`src/rtl/mips_pkg.sv`:
```
// mips_pkg: shared defaults and arbiter state encoding for the MIPS memory arbiter.
package mips_pkg;
  localparam int ADDR_W = 10;
  localparam int DATA_W = 32;
  localparam int STARVE_LIMIT = 4;
  typedef enum logic [1:0] {
    RUN   = 2'd0,
    DRAIN = 2'd1,
    LOAD  = 2'd2
  } arb_state_t;
endpackage

```
`src/rtl/mips_arb_prio.sv`:
```
// mips_arb_prio: RUN-state data-over-fetch priority with a saturating fetch starvation counter.
module mips_arb_prio #(
  parameter int STARVE_LIMIT = mips_pkg::STARVE_LIMIT
) (
  input  logic clk1,
  input  logic rst,
  input  logic i_en,
  input  logic i_f_req,
  input  logic i_d_req,
  output logic o_f_gnt,
  output logic o_d_gnt
);
  localparam int CW = $clog2(STARVE_LIMIT + 2);
  logic [CW-1:0] r_starve;
  logic w_starved;
  always_comb begin
    w_starved = (r_starve == CW'(STARVE_LIMIT));
    o_f_gnt = i_en & i_f_req & (w_starved | ~i_d_req);
    o_d_gnt = i_en & i_d_req & ~(w_starved & i_f_req);
  end
  // Counts every denied fetch cycle, whatever the arbiter state, so a fetch
  // blocked through a load phase wins immediately on return to RUN.
  always_ff @(posedge clk1) begin
    if (rst) r_starve <= '0;
    else if (!i_f_req || o_f_gnt) r_starve <= '0;
    else if (!w_starved) r_starve <= r_starve + CW'(1);
  end
endmodule

```
`src/rtl/mips_mem_arbiter.sv`:
```
// mips_mem_arbiter: shares one memory port between fetch, data and program-loader requesters.
module mips_mem_arbiter #(
  parameter int ADDR_W = mips_pkg::ADDR_W,
  parameter int DATA_W = mips_pkg::DATA_W,
  parameter int STARVE_LIMIT = mips_pkg::STARVE_LIMIT
) (
  input  logic              clk1,
  input  logic              rst,
  input  logic              cpu_halted,
  input  logic              f_req,
  input  logic [ADDR_W-1:0] f_addr,
  input  logic              d_req,
  input  logic              d_we,
  input  logic [ADDR_W-1:0] d_addr,
  input  logic [DATA_W-1:0] d_wdata,
  input  logic              ld_req,
  input  logic [ADDR_W-1:0] ld_addr,
  input  logic [DATA_W-1:0] ld_wdata,
  output logic              f_gnt,
  output logic              d_gnt,
  output logic              ld_gnt,
  output logic              f_rvalid,
  output logic              d_rvalid,
  output logic [DATA_W-1:0] rdata,
  output logic              stall_if,
  output logic              mem_en,
  output logic              mem_we,
  output logic [ADDR_W-1:0] mem_addr,
  output logic [DATA_W-1:0] mem_wdata,
  input  logic [DATA_W-1:0] mem_rdata
);
  import mips_pkg::*;
  arb_state_t r_state, w_next;
  logic r_f_pend, r_d_pend;
  logic [DATA_W-1:0] r_rdata;
  logic w_run_en, w_f_win, w_d_win, w_pend;
  assign w_run_en = ~rst & (r_state == RUN) & ~cpu_halted;
  mips_arb_prio #(.STARVE_LIMIT(STARVE_LIMIT)) u_prio (
    .clk1(clk1),
    .rst(rst),
    .i_en(w_run_en),
    .i_f_req(f_req),
    .i_d_req(d_req),
    .o_f_gnt(w_f_win),
    .o_d_gnt(w_d_win)
  );
  always_comb begin
    w_pend = r_f_pend | r_d_pend;
    f_gnt = w_f_win;
    d_gnt = w_d_win;
    ld_gnt = ~rst & (r_state == LOAD) & ld_req;
    mem_en = f_gnt | d_gnt | ld_gnt;
    mem_we = ld_gnt | (d_gnt & d_we);
    mem_addr = ld_gnt ? ld_addr : d_gnt ? d_addr : f_gnt ? f_addr : '0;
    mem_wdata = ld_gnt ? ld_wdata : (d_gnt & d_we) ? d_wdata : '0;
    stall_if = f_req & ~f_gnt;
    f_rvalid = r_f_pend & ~rst;
    d_rvalid = r_d_pend & ~rst;
    // Memory read data arrives in the cycle after issue; pass it straight
    // through then and hold the last value otherwise.
    rdata = rst ? '0 : w_pend ? mem_rdata : r_rdata;
    w_next = r_state == RUN ? (cpu_halted ? (w_pend ? DRAIN : LOAD) : RUN)
           : r_state == DRAIN ? LOAD
           : (cpu_halted ? LOAD : RUN);
  end
  always_ff @(posedge clk1) begin
    if (rst) begin
      r_state <= RUN;
      r_f_pend <= 1'b0;
      r_d_pend <= 1'b0;
      r_rdata <= '0;
    end else begin
      r_state <= w_next;
      r_f_pend <= f_gnt;
      r_d_pend <= d_gnt & ~d_we;
      if (w_pend) r_rdata <= mem_rdata;
    end
  end
endmodule

```
`config.mk`:
```
export PLATFORM = sky130hd
export DESIGN_NAME = mips_mem_arbiter
export DESIGN_NICKNAME = d
export VERILOG_FILES = /design/src/rtl/mips_pkg.sv /design/src/rtl/mips_arb_prio.sv /design/src/rtl/mips_mem_arbiter.sv
export SDC_FILE = /design/constraint.sdc
export NUM_CORES = 1
export LEC_CHECK = 0
export ABC_CLOCK_PERIOD_IN_PS = 2900
export CAP_MARGIN = 10
export CORE_ASPECT_RATIO = 1.2
export CORE_MARGIN = 10
export CORE_UTILIZATION = 30
export DETAILED_ROUTE_END_ITERATION = 16
export PLACE_DENSITY = 0.86
export SLEW_MARGIN = 40
export SYNTH_ARGS = -nofsm -noshare
export SYNTH_HDL_FRONTEND = slang
export SYNTH_SLANG_ARGS = --single-unit
```
`constraint.sdc`:
```
create_clock -name clk1 -period 2.9 [get_ports clk1]
set_input_delay 0.435 -clock clk1 [delete_from_list [all_inputs] [get_ports clk1]]
set_output_delay 0.435 -clock clk1 [all_outputs]
set_load 0.02 [all_outputs]
```
==> results of run 1 <==
==> tightest hold or removal path: stages, from the launching register on <==
cell,delay [ns]
sky130_fd_sc_hd__dfxtp_1,0.30
sky130_fd_sc_hd__nand2_1,0.05
sky130_fd_sc_hd__a21oi_1,0.06
==> cell type report <==
type	instances	area share (%)
multi-input cells	185	25.02
flip-flops and latches	39	17.97
clock inverters	2	0.8062
well taps	85	2.447
repair buffers	232	51.60
clock buffers	6	1.900
inverters	3	0.2591
==> kinds of logic after synthesis <==
family / Yosys count
compound gates: 79
xor+xnor: 1
fa+ha+maj: 2
buf+inv: 24
flops: 39
simple gates: 103
==> worst max path at each step <==
| stage | slack (ns) | to | cells past startpoint |
|---|---|---|---|
| 5_1_grt | 0.004 | mem_addr[3] | 9 |
| 3_3_place_gp | -0.12 | mem_addr[2] | 5 |
| 4_1_cts | -0.009 | mem_wdata[1] | 6 |
| 2_1_floorplan | 0.84 | mem_addr[1] | 4 |
| 3_5_place_dp | -0.15 | mem_addr[1] | 5 |
| 6_report | 0.13 | mem_addr[3] | 9 |
==> per-layer routing <==
layer  vias to the layer above  wire, um  track usage, %
met2                       150      5533           37.54
met1                      1204      3618           18.72
met3                        18      1322           11.21
met4                         0       443           9.783
li1                       1309         -               -
met5                         -         0               0
==> through the flow <==
| step | instances | total power, W | utilization [%] | TNS (ns) |
|---|---|---|---|---|
| 3_5_place_dp | 539 | 0.001005 | 65.98 | -1.785 |
| 2_1_floorplan | 248 | 0.0007113 | - | 0 |
| 3_3_place_gp | 539 | 0.0009965 | 65.98 | -1.482 |
| 4_1_cts | 551 | 0.001460 | 67.54 | -0.009387 |
| 6_report | 552 | 0.001441 | 67.83 | 0 |
| 5_1_grt | 552 | 0.001502 | 67.83 | 0 |
==> timing repair <==
action | in CTS | in global routing
endpoints found under the setup margin | 39 | 10
pin swaps | 1 | 1
buffers inserted | 4 | 1
hold buffers | 0 | 0
endpoints found under the hold margin | 0 | 0
gates resized for setup | 38 | 3
==> cells in the final DEF (no fill, tap or decap), drive strengths merged, types with 2 or more instances in the layout <==
master and instances:
or2 2, buf 25, clkbuf 6, a21oi 34, nand2 68, dfxtp 39, clkdlybuf4s50 167, and2 10
nand3 2, nor2b 4, inv 3, ha 2, nor2 6, a22o 32, dlymetal6s2s 2, a221o 10
nor3 4, dlygate4sd2 38, o21ai 2
==> registers in the layout, summed over array words and instances, names as in the netlist <==
signal,cells
r_d_pend,1
r_state,2
u_prio.r_starve,3
r_f_pend,1
r_rdata,32
==> power by group <==
group          leakage (nW)  internal, W  total [W]  switching (W)
Combinational          1.46     0.000252   0.000419       0.000167
Sequential            0.317     0.000553   0.000561     0.00000716
Clock                0.0612     0.000278   0.000461       0.000183
==> run_summary.xml, run 1 <==
<?xml version="1.0" encoding="UTF-8"?>
<metrics>
  <group name="critical_path">
    <metric name="worstPathCellList" unit="">inv_1, ha_1, a21boi_1, nor3_4, buf_4, buf_4, buf_4, a221o_1, buf_4</metric>
    <metric name="cp_slowest_stage_delay" unit="ns">0.38</metric>
    <metric name="critical_path.reg2reg.endpoint" unit="">u_prio.r_starve[2]$_SDFFE_PP0P_</metric>
    <metric name="reg2reg_depth" unit="">4</metric>
    <metric name="criticalPathCategory" unit="">flop to primary output</metric>
    <metric name="cp.buffers_inverters" unit="">5</metric>
    <metric name="startpoint_type" unit="">flop</metric>
    <metric name="setup.worst_path.start" unit="">u_prio.r_starve[0]$_SDFFE_PP0P_</metric>
    <metric name="crit_family" unit="">compound AO/OA/AOI/OAI gates</metric>
    <metric name="r2r_slack" unit="ns">1.31</metric>
    <metric name="most_frequent_cp_cell" unit="">sky130_fd_sc_hd__buf_4</metric>
    <metric name="timing.critical_path.fanout_max" unit="">5</metric>
    <metric name="critPathArrivalTime" unit="ns">2.33</metric>
    <metric name="crit_path_top_delay_cell" unit="">sky130_fd_sc_hd__dfxtp_1</metric>
    <metric name="nature_of_the_critical_path_endpoint" unit="">primary output</metric>
    <metric name="timing.rr.start" unit="">r_state[0]$_SDFF_PP0_</metric>
    <metric name="worst_ep_required_time" unit="ns">2.47</metric>
  </group>
  <group name="drt">
    <metric name="antenna_violating_nets_post_route" unit="">0</metric>
    <metric name="total_routed_wirelength" unit="mm">10.92</metric>
    <metric name="drt_iter0_markers" unit="">87</metric>
    <metric name="dr_vias" unit="">2681</metric>
    <metric name="routed_via_density" unit="">4.857</metric>
    <metric name="drcViolationCount" unit="">0</metric>
    <metric name="average_wire_length_per_cell_after_detail_routing" unit="um">19.78</metric>
    <metric name="detailedRoute.firstPassIterationCount" unit="">6</metric>
  </group>
  <group name="synth">
    <metric name="yosys.area.top_type" unit="">sky130_fd_sc_hd__dfxtp_1</metric>
    <metric name="synth.net_count" unit="">383</metric>
    <metric name="yosys.cell_types.count" unit="">27</metric>
    <metric name="synth.cells.most_frequent" unit="">sky130_fd_sc_hd__nand2_1 (68), sky130_fd_sc_hd__dfxtp_1 (39), sky130_fd_sc_hd__a21oi_1 (34)</metric>
    <metric name="syn-cell-area" unit="mm2">0.001967</metric>
    <metric name="synthArstFlopShare" unit="%">0</metric>
    <metric name="post-synth-top-count-cell" unit="">sky130_fd_sc_hd__nand2_1</metric>
    <metric name="synth-edff-count" unit="">0</metric>
    <metric name="synth_xor_area_share" unit="%">0.4453</metric>
    <metric name="synth_simple_gate_area_share" unit="%">24.24</metric>
    <metric name="dominantRegCellSynth" unit="">sky130_fd_sc_hd__dfxtp_1</metric>
    <metric name="synth-seq-cells" unit="">39</metric>
    <metric name="synth.area.top_cells" unit="">sky130_fd_sc_hd__dfxtp_1 (40%), sky130_fd_sc_hd__a22o_1 (14%), sky130_fd_sc_hd__nand2_1 (13%), sky130_fd_sc_hd__a21oi_1 (8.7%), sky130_fd_sc_hd__a221o_1 (5.1%)</metric>
    <metric name="synth-adder-area-share" unit="%">1.272</metric>
    <metric name="synth_top_family_by_area" unit="">compound AO/OA/AOI/OAI gates</metric>
    <metric name="synth-warning-count" unit="">0</metric>
    <metric name="postSynthCellCount" unit="">248</metric>
    <metric name="compound_gate_fraction_of_synth_area" unit="%">28.88</metric>
    <metric name="proportion_of_netlist_area_held_by_the_largest_area_contributor" unit="%">39.69</metric>
    <metric name="yosys-mux-area-fraction" unit="%">0</metric>
    <metric name="register_area_share_after_synthesis" unit="%">39.69</metric>
    <metric name="syn_avg_cell_area" unit="um2">7.931</metric>
  </group>
  <group name="grt">
    <metric name="grt_pass1_wl" unit="mm">16.32</metric>
    <metric name="global_route.usage.total" unit="%">20.85</metric>
    <metric name="number_of_global_route_vias_before_repair" unit="">2830</metric>
    <metric name="grt_max_degree" unit="">35</metric>
    <metric name="initial_antenna_violation_count" unit="">0</metric>
    <metric name="grt_overflow" unit="">0</metric>
  </group>
  <group name="cells_and_area">
    <metric name="antenna_cells" unit="">0</metric>
    <metric name="sequential_cell_area" unit="um2">780.7</metric>
    <metric name="fin_area" unit="mm2">0.004345</metric>
    <metric name="multi_input_comb_area" unit="mm2">0.001087</metric>
    <metric name="drive_gt1_share" unit="%">8.565</metric>
    <metric name="syn_to_final_growth" unit="%">120.9</metric>
    <metric name="n_fill_cell" unit="">509</metric>
    <metric name="final_net_count" unit="">601</metric>
  </group>
  <group name="floorplan">
    <metric name="fp.dieW" unit="um">93.92</metric>
    <metric name="floorplan.rows" unit="">32</metric>
    <metric name="start_util" unit="%">30.70</metric>
    <metric name="die-height" unit="um">108.7</metric>
    <metric name="boundary_pins" unit="">215</metric>
    <metric name="fp.dieArea" unit="mm2">0.01021</metric>
    <metric name="core" unit="mm2">0.006406</metric>
  </group>
  <group name="place">
    <metric name="dp_hpwl" unit="mm">9.477</metric>
    <metric name="place.gp.congestion" unit="">0.8367</metric>
    <metric name="placement.io_buffers" unit="">214</metric>
    <metric name="postPlaceCellArea" unit="mm2">0.004227</metric>
    <metric name="place_ws" unit="ns">-0.1473</metric>
  </group>
  <group name="timing">
    <metric name="clock_skew" unit="ns">0.006162</metric>
    <metric name="fin_crit" unit="ns">2.769</metric>
    <metric name="max-slew-margin-rel" unit="%">61.46</metric>
    <metric name="fmax" unit="MHz">361.1</metric>
    <metric name="worstMarginPinSlew" unit="ns">0.5781</metric>
    <metric name="endpoints_failing_setup" unit="">0</metric>
    <metric name="timing_max_transition_violations_final" unit="">0</metric>
    <metric name="final.hold.worst_slack" unit="ns">0.4581</metric>
    <metric name="final_period_util" unit="%">95.49</metric>
    <metric name="hold_violations" unit="">0</metric>
    <metric name="rsz0062_at_grt" unit="">false</metric>
    <metric name="worst_slack" unit="ns">0.1307</metric>
  </group>
  <group name="pwr">
    <metric name="static-leakage-power" unit="nW">1.836</metric>
    <metric name="power_density" unit="mW/mm2">331.6</metric>
    <metric name="vdd_drop_max" unit="mV">0.1905</metric>
  </group>
  <group name="clock_network">
    <metric name="tritoncts.num_buffers" unit="">5</metric>
    <metric name="htree_levels" unit="">2</metric>
    <metric name="max-clock-path-buffers" unit="">2</metric>
    <metric name="tritoncts" unit="">yes</metric>
    <metric name="clk_transition_reported_paths" unit="ns">0.07</metric>
    <metric name="cts_sinks" unit="">39</metric>
    <metric name="clkLatencyLatePin" unit="ns">0.28</metric>
    <metric name="cts.root.buffer_cell" unit="">sky130_fd_sc_hd__clkbuf_8</metric>
  </group>
  <group name="flow_run">
    <metric name="cap_violations" unit="">0</metric>
  </group>
  <group name="status">
    <metric name="status" unit="">finished clean</metric>
  </group>
  <group name="worst_hold_path">
    <metric name="worst_min_delay_path_category" unit="">flop to flop</metric>
    <metric name="holdPathEnd" unit="">r_rdata[0]$_DFF_P_</metric>
    <metric name="min_path_cells" unit="">2</metric>
    <metric name="hp-start" unit="">r_rdata[0]$_DFF_P_</metric>
  </group>
</metrics>
(Power assumes the default switching activity.)
==> inputs of run 2 (changes only) <==
--- a/config.mk
+++ b/config.mk
@@ -5,6 +5,7 @@
 export SDC_FILE = /design/constraint.sdc
 export NUM_CORES = 1
 export LEC_CHECK = 0
+export ABC_AREA = 0
 export ABC_CLOCK_PERIOD_IN_PS = 2900
 export CAP_MARGIN = 10
 export CORE_ASPECT_RATIO = 1.2
@@ -12,6 +13,7 @@
 export CORE_UTILIZATION = 30
 export DETAILED_ROUTE_END_ITERATION = 16
 export PLACE_DENSITY = 0.86
+export SETUP_SLACK_MARGIN = 0.15
 export SLEW_MARGIN = 40
 export SYNTH_ARGS = -nofsm -noshare
 export SYNTH_HDL_FRONTEND = slang
==> run_summary.xml, run 2 (synthesis gave the netlist of run 1 again) <==
<?xml version="1.0" encoding="UTF-8"?>
<metrics>
  <group name="status">
    <metric name="status" unit="">finished clean</metric>
  </group>
  <group name="cells_and_area">
    <metric name="drive_gt1_share" unit="%">9.636</metric>
    <metric name="post_layout_nonfiller_instances" unit="">552</metric>
    <metric name="registers.top_by_ff_count" unit="">r_rdata</metric>
    <metric name="antenna_cells" unit="">0</metric>
    <metric name="top_regs" unit="">r_rdata x32, u_prio.r_starve x3, r_state x2</metric>
    <metric name="syn_to_final_growth" unit="%">121.0</metric>
    <metric name="commonest_non_fill_non_tap_cell_in_the_layout" unit="">sky130_fd_sc_hd__clkdlybuf4s50_1</metric>
    <metric name="final_net_count" unit="">601</metric>
    <metric name="largest_register_ff_count" unit="">32</metric>
    <metric name="layout.cells.most_common_list" unit="">sky130_fd_sc_hd__clkdlybuf4s50_1 (166), sky130_fd_sc_hd__nand2_1 (68), sky130_fd_sc_hd__dfxtp_1 (39)</metric>
  </group>
  <group name="floorplan">
    <metric name="fp.dieW" unit="um">93.92</metric>
    <metric name="floorplan.rows" unit="">32</metric>
    <metric name="fp.dieArea" unit="mm2">0.01021</metric>
    <metric name="die-height" unit="um">108.7</metric>
    <metric name="boundary_pins" unit="">215</metric>
    <metric name="start_util" unit="%">30.70</metric>
    <metric name="core" unit="mm2">0.006406</metric>
  </group>
  <group name="clock_network">
    <metric name="htree_levels" unit="">2</metric>
    <metric name="cts.root.buffer_cell" unit="">sky130_fd_sc_hd__clkbuf_8</metric>
    <metric name="tritoncts" unit="">yes</metric>
    <metric name="cts_sinks" unit="">39</metric>
    <metric name="max-clock-path-buffers" unit="">2</metric>
    <metric name="tritoncts.num_buffers" unit="">5</metric>
    <metric name="clkLatencyLatePin" unit="ns">0.28</metric>
    <metric name="clk_transition_reported_paths" unit="ns">0.07</metric>
  </group>
  <group name="grt">
    <metric name="global_route.usage.total" unit="%">20.93</metric>
    <metric name="grt_max_degree" unit="">35</metric>
    <metric name="grt_overflow" unit="">0</metric>
    <metric name="grt_pass1_wl" unit="mm">16.36</metric>
    <metric name="number_of_global_route_vias_before_repair" unit="">2838</metric>
    <metric name="initial_antenna_violation_count" unit="">0</metric>
  </group>
  <group name="flow_run">
    <metric name="cap_violations" unit="">0</metric>
  </group>
  <group name="pwr">
    <metric name="vdd_drop_max" unit="mV">0.1854</metric>
    <metric name="static-leakage-power" unit="nW">1.824</metric>
    <metric name="power_density" unit="mW/mm2">332.1</metric>
  </group>
  <group name="drt">
    <metric name="antenna_violating_nets_post_route" unit="">0</metric>
    <metric name="drcViolationCount" unit="">0</metric>
    <metric name="detailedRoute.firstPassIterationCount" unit="">6</metric>
    <metric name="routed_via_density" unit="">4.868</metric>
    <metric name="drt_iter0_markers" unit="">80</metric>
    <metric name="total_routed_wirelength" unit="mm">10.97</metric>
    <metric name="average_wire_length_per_cell_after_detail_routing" unit="um">19.87</metric>
    <metric name="dr_vias" unit="">2687</metric>
  </group>
  <group name="timing">
    <metric name="max-slew-margin-rel" unit="%">76.57</metric>
    <metric name="fin_crit" unit="ns">2.703</metric>
    <metric name="final_period_util" unit="%">93.20</metric>
    <metric name="worstMarginPinSlew" unit="ns">0.3478</metric>
    <metric name="rsz0062_at_grt" unit="">false</metric>
    <metric name="timing_max_transition_violations_final" unit="">0</metric>
    <metric name="clock_skew" unit="ns">0.006441</metric>
    <metric name="fmax" unit="MHz">370.0</metric>
    <metric name="final.hold.worst_slack" unit="ns">0.4581</metric>
    <metric name="endpoints_failing_setup" unit="">0</metric>
    <metric name="hold_violations" unit="">0</metric>
  </group>
  <group name="worst_hold_path">
    <metric name="worst_min_delay_path_category" unit="">flop to flop</metric>
  </group>
  <group name="place">
    <metric name="place.gp.congestion" unit="">0.8367</metric>
    <metric name="placement.io_buffers" unit="">214</metric>
    <metric name="place_inst" unit="">539</metric>
    <metric name="dp_hpwl" unit="mm">9.477</metric>
  </group>
  <group name="critical_path">
    <metric name="timing.critical_path.fanout_max" unit="">4</metric>
    <metric name="worstPathCellList" unit="">clkdlybuf4s50_1, or4_4, nor3_4, buf_4, buf_4, buf_4, a221o_1, buf_4</metric>
    <metric name="cp_slowest_stage_delay" unit="ns">0.46</metric>
    <metric name="startpoint_type" unit="">input pin</metric>
    <metric name="cp.buffers_inverters" unit="">5</metric>
    <metric name="nature_of_the_critical_path_endpoint" unit="">primary output</metric>
    <metric name="most_frequent_cp_cell" unit="">sky130_fd_sc_hd__buf_4</metric>
    <metric name="critPathArrivalTime" unit="ns">2.27</metric>
    <metric name="criticalPathCategory" unit="">input pin to primary output</metric>
    <metric name="crit_family" unit="">buffers and inverters</metric>
    <metric name="crit_path_top_delay_cell" unit="">sky130_fd_sc_hd__clkdlybuf4s50_1</metric>
    <metric name="worst_ep_required_time" unit="ns">2.47</metric>
  </group>
</metrics>
-- run 2: per-stage QoR --
step | util, % | cell area (um2) | total power (W) | setup TNS [ns] | setup slack [ns]
after CTS | 67.66 | 4334 | 0.001460 | 0 | 0.1135
after global routing | 67.85 | 4347 | 0.001503 | 0 | 0.1653
after floorplan | - | 1967 | 0.0007113 | 0 | 0.8355
after detailed placement | 65.98 | 4227 | 0.001005 | -1.785 | -0.1473
final | 67.85 | 4347 | 0.001444 | 0 | 0.1973
after global placement | 65.98 | 4227 | 0.0009965 | -1.482 | -0.1169
-- run 2: tightest hold or removal path, cell delays in order, from the launching register on --
cell and delay (ns):
sky130_fd_sc_hd__dfxtp_1 0.30, sky130_fd_sc_hd__nand2_1 0.05, sky130_fd_sc_hd__a21oi_1 0.06
-- run 2: routing by layer --
| metal | part of all wire (%) | global-route usage (%) | vias up |
|---|---|---|---|
| li1 | - | - | 1308 |
| met1 | 33 | 18.84 | 1211 |
| met2 | 51 | 37.83 | 150 |
| met3 | 12 | 11.00 | 18 |
| met4 | 4.0 | 9.783 | 0 |
| met5 | 0 | 0 | - |
-- run 2: final cells by class --
class	instances	area, um2
fillers	521	2059
clock buffers	6	82.58
clock inverters	2	35.03
flip-flops and latches	39	780.7
repair buffers	232	2236
inverters	3	11.26
multi-input cells	185	1095
well taps	85	106.4
-- run 2: power breakdown --
group / switching (W) / internal, W
sequential: 0.00000723 / 0.000553
combinational: 0.000168 / 0.000253
clock: 0.000184 / 0.000278
-- run 2: what timing repair did --
action	in CTS	in global routing
buffers inserted	5	0
gates resized for setup	46	7
endpoints found under the setup margin	47	22
pin swaps	1	1
hold buffers	0	0
-- run 2: worst paths after layout --
path                    startpoint                               to  slack, ns  cells after the start
min reg2reg     r_rdata[0]$_DFF_P_               r_rdata[0]$_DFF_P_       0.46                      2
max                     cpu_halted                      mem_addr[9]       0.20                      8
min             r_rdata[0]$_DFF_P_               r_rdata[0]$_DFF_P_       0.46                      2
max reg2reg  r_state[0]$_SDFF_PP0_  u_prio.r_starve[2]$_SDFFE_PP0P_       1.32                      4
==> inputs of run 3 (changes only) <==
--- a/config.mk
+++ b/config.mk
@@ -14,6 +14,7 @@
 export DETAILED_ROUTE_END_ITERATION = 16
 export PLACE_DENSITY = 0.86
 export SETUP_SLACK_MARGIN = 0.15
+export SKIP_CTS_REPAIR_TIMING = 1
 export SLEW_MARGIN = 40
 export SYNTH_ARGS = -nofsm -noshare
 export SYNTH_HDL_FRONTEND = slang
==> constraint.sdc (replaced) <==
create_clock -name clk1 -period 2.9 [get_ports clk1]
set_input_delay 0.29 -clock clk1 [delete_from_list [all_inputs] [get_ports clk1]]
set_output_delay 0.29 -clock clk1 [all_outputs]
set_load 0.02 [all_outputs]
==> run_summary.xml, run 3 (synthesis gave the netlist of run 1 again) <==
<?xml version="1.0" encoding="UTF-8"?>
<metrics>
  <group name="status">
    <metric name="status" unit="">finished clean</metric>
  </group>
  <group name="cells_and_area">
    <metric name="final_net_count" unit="">592</metric>
    <metric name="n_fill_cell" unit="">508</metric>
    <metric name="registers.top_by_ff_count" unit="">r_rdata</metric>
    <metric name="top_regs" unit="">r_rdata x32, u_prio.r_starve x3, r_state x2</metric>
    <metric name="layout.cells.most_common_list" unit="">sky130_fd_sc_hd__clkdlybuf4s50_1 (169), sky130_fd_sc_hd__nand2_1 (68), sky130_fd_sc_hd__dlymetal6s2s_1 (39), sky130_fd_sc_hd__dfxtp_1 (39), sky130_fd_sc_hd__a21oi_1 (34)</metric>
    <metric name="post_layout_nonfiller_instances" unit="">542</metric>
    <metric name="drive_gt1_share" unit="%">6.565</metric>
    <metric name="largest_register_ff_count" unit="">32</metric>
    <metric name="commonest_non_fill_non_tap_cell_in_the_layout" unit="">sky130_fd_sc_hd__clkdlybuf4s50_1</metric>
    <metric name="antenna_cells" unit="">0</metric>
    <metric name="syn_to_final_growth" unit="%">124.9</metric>
  </group>
  <group name="timing">
    <metric name="hold_violations" unit="">0</metric>
    <metric name="fmax" unit="MHz">386.3</metric>
    <metric name="endpoints_failing_setup" unit="">0</metric>
    <metric name="timing_max_transition_violations_final" unit="">0</metric>
    <metric name="fin_crit" unit="ns">2.588</metric>
    <metric name="max-slew-margin-rel" unit="%">61.46</metric>
    <metric name="sum_of_negative_setup_slack" unit="ns">0</metric>
    <metric name="clock_skew" unit="ns">0.006468</metric>
    <metric name="final_period_util" unit="%">89.26</metric>
    <metric name="rsz0062_at_grt" unit="">false</metric>
    <metric name="worstMarginPinSlew" unit="ns">0.5782</metric>
  </group>
  <group name="clock_network">
    <metric name="tritoncts" unit="">yes</metric>
    <metric name="cts.root.buffer_cell" unit="">sky130_fd_sc_hd__clkbuf_8</metric>
    <metric name="clkLatencyLatePin" unit="ns">0.29</metric>
    <metric name="tritoncts.num_buffers" unit="">5</metric>
    <metric name="clk_transition_reported_paths" unit="ns">0.06</metric>
    <metric name="cts_sinks" unit="">39</metric>
    <metric name="htree_levels" unit="">2</metric>
    <metric name="max-clock-path-buffers" unit="">2</metric>
  </group>
  <group name="flow_run">
    <metric name="cap_violations" unit="">0</metric>
  </group>
  <group name="critical_path">
    <metric name="critPathArrivalTime" unit="ns">2.30</metric>
    <metric name="crit_path_top_delay_cell" unit="">sky130_fd_sc_hd__or4_4</metric>
    <metric name="startpoint_type" unit="">input pin</metric>
    <metric name="most_frequent_cp_cell" unit="">sky130_fd_sc_hd__clkdlybuf4s50_1</metric>
    <metric name="criticalPathCategory" unit="">input pin to primary output</metric>
    <metric name="nature_of_the_critical_path_endpoint" unit="">primary output</metric>
    <metric name="worst_ep_required_time" unit="ns">2.61</metric>
    <metric name="cp_slowest_stage_delay" unit="ns">0.57</metric>
    <metric name="timing.critical_path.fanout_max" unit="">8</metric>
    <metric name="worstPathCellList" unit="">clkdlybuf4s50_1, or4_4, nor3_4, buf_12, nor2_1, clkdlybuf4s50_1</metric>
  </group>
  <group name="floorplan">
    <metric name="floorplan.rows" unit="">32</metric>
    <metric name="boundary_pins" unit="">215</metric>
    <metric name="fp.dieW" unit="um">93.92</metric>
    <metric name="start_util" unit="%">30.70</metric>
    <metric name="core" unit="mm2">0.006406</metric>
    <metric name="die-height" unit="um">108.7</metric>
    <metric name="fp.dieArea" unit="mm2">0.01021</metric>
  </group>
  <group name="pwr">
    <metric name="power_density" unit="mW/mm2">318.3</metric>
    <metric name="static-leakage-power" unit="nW">2.274</metric>
    <metric name="vdd_drop_max" unit="mV">0.1895</metric>
  </group>
  <group name="drt">
    <metric name="drcViolationCount" unit="">0</metric>
    <metric name="antenna_violating_nets_post_route" unit="">0</metric>
    <metric name="drt_iter0_markers" unit="">46</metric>
    <metric name="total_routed_wirelength" unit="mm">11.11</metric>
    <metric name="dr_vias" unit="">2647</metric>
    <metric name="detailedRoute.firstPassIterationCount" unit="">4</metric>
    <metric name="average_wire_length_per_cell_after_detail_routing" unit="um">20.49</metric>
    <metric name="routed_via_density" unit="">4.884</metric>
  </group>
  <group name="grt">
    <metric name="number_of_global_route_vias_before_repair" unit="">2823</metric>
    <metric name="initial_antenna_violation_count" unit="">0</metric>
    <metric name="global_route.usage.total" unit="%">20.41</metric>
    <metric name="grt_max_degree" unit="">36</metric>
    <metric name="grt_overflow" unit="">0</metric>
    <metric name="grt_pass1_wl" unit="mm">15.95</metric>
  </group>
  <group name="place">
    <metric name="place.gp.congestion" unit="">0.8323</metric>
    <metric name="dp_hpwl" unit="mm">9.464</metric>
    <metric name="placement.io_buffers" unit="">214</metric>
    <metric name="place_inst" unit="">534</metric>
  </group>
  <group name="worst_hold_path">
    <metric name="worst_min_delay_path_category" unit="">flop to flop</metric>
  </group>
</metrics>
==> run 3: layout make-up <==
| class | count | area [um2] | share of cell area [%] |
|---|---|---|---|
| clock buffer | 6 | 72.57 | 1.641 |
| clock inverter | 1 | 30.03 | 0.6789 |
| inverter | 3 | 11.26 | 0.2546 |
| multi-input combinational | 185 | 1092 | 24.70 |
| sequential | 39 | 780.7 | 17.65 |
| tap | 85 | 106.4 | 2.405 |
| timing repair buffer | 223 | 2330 | 52.67 |
==> run 3: final timing paths <==
path                            slack (ns)  depth (start not counted)             endpoint                       startpoint
worst min register to register        0.46                          2   r_rdata[3]$_DFF_P_               r_rdata[3]$_DFF_P_
worst min-delay path                  0.46                          2   r_rdata[3]$_DFF_P_               r_rdata[3]$_DFF_P_
worst max register to register        1.43                          6  r_d_pend$_SDFF_PP0_  u_prio.r_starve[1]$_SDFFE_PP0P_
worst max-delay path                  0.31                          6             stall_if                              rst
==> run 3: critical path, delay by kind of cell <==
| kind | cells | cell delay, ns |
|---|---|---|
| buf+inv | 3 | 1.16 |
| simple gates | 3 | 0.84 |
==> run 3: metal layers <==
| metal | global-route usage (%) | vias up | part of all wire [%] |
|---|---|---|---|
| met1 | 18.56 | 1186 | 32 |
| met4 | 9.457 | 0 | 4.0 |
| met2 | 36.55 | 149 | 51 |
| met3 | 10.94 | 24 | 13 |
| met5 | 0 | - | 0 |
| li1 | - | 1288 | - |
==> run 3: where the power goes <==
part / switching (W) / leakage (nW) / internal (W)
Clock: 0.000170 / 0.0513 / 0.000252
Combinational: 0.000167 / 1.91 / 0.000259
Sequential: 0.00000721 / 0.317 / 0.000554
==> run 3: metrics by stage <==
| step | instance area [um2] | worst slack, ns | hold WS (ns) | power (W) | util (%) |
|---|---|---|---|---|---|
| 2_1_floorplan | 1967 | 1.102 | 0.3616 | 0.0007113 | - |
| 3_3_place_gp | 4192 | 0.1156 | 0.4421 | 0.0009931 | 65.43 |
| 3_5_place_dp | 4192 | 0.08635 | 0.4488 | 0.001001 | 65.43 |
| 4_1_cts | 4294 | 0.07895 | 0.4602 | 0.001424 | 67.03 |
| 5_1_grt | 4423 | 0.2634 | 0.4727 | 0.001470 | 69.04 |
| 6_report | 4423 | 0.3115 | 0.4585 | 0.001408 | 69.04 |
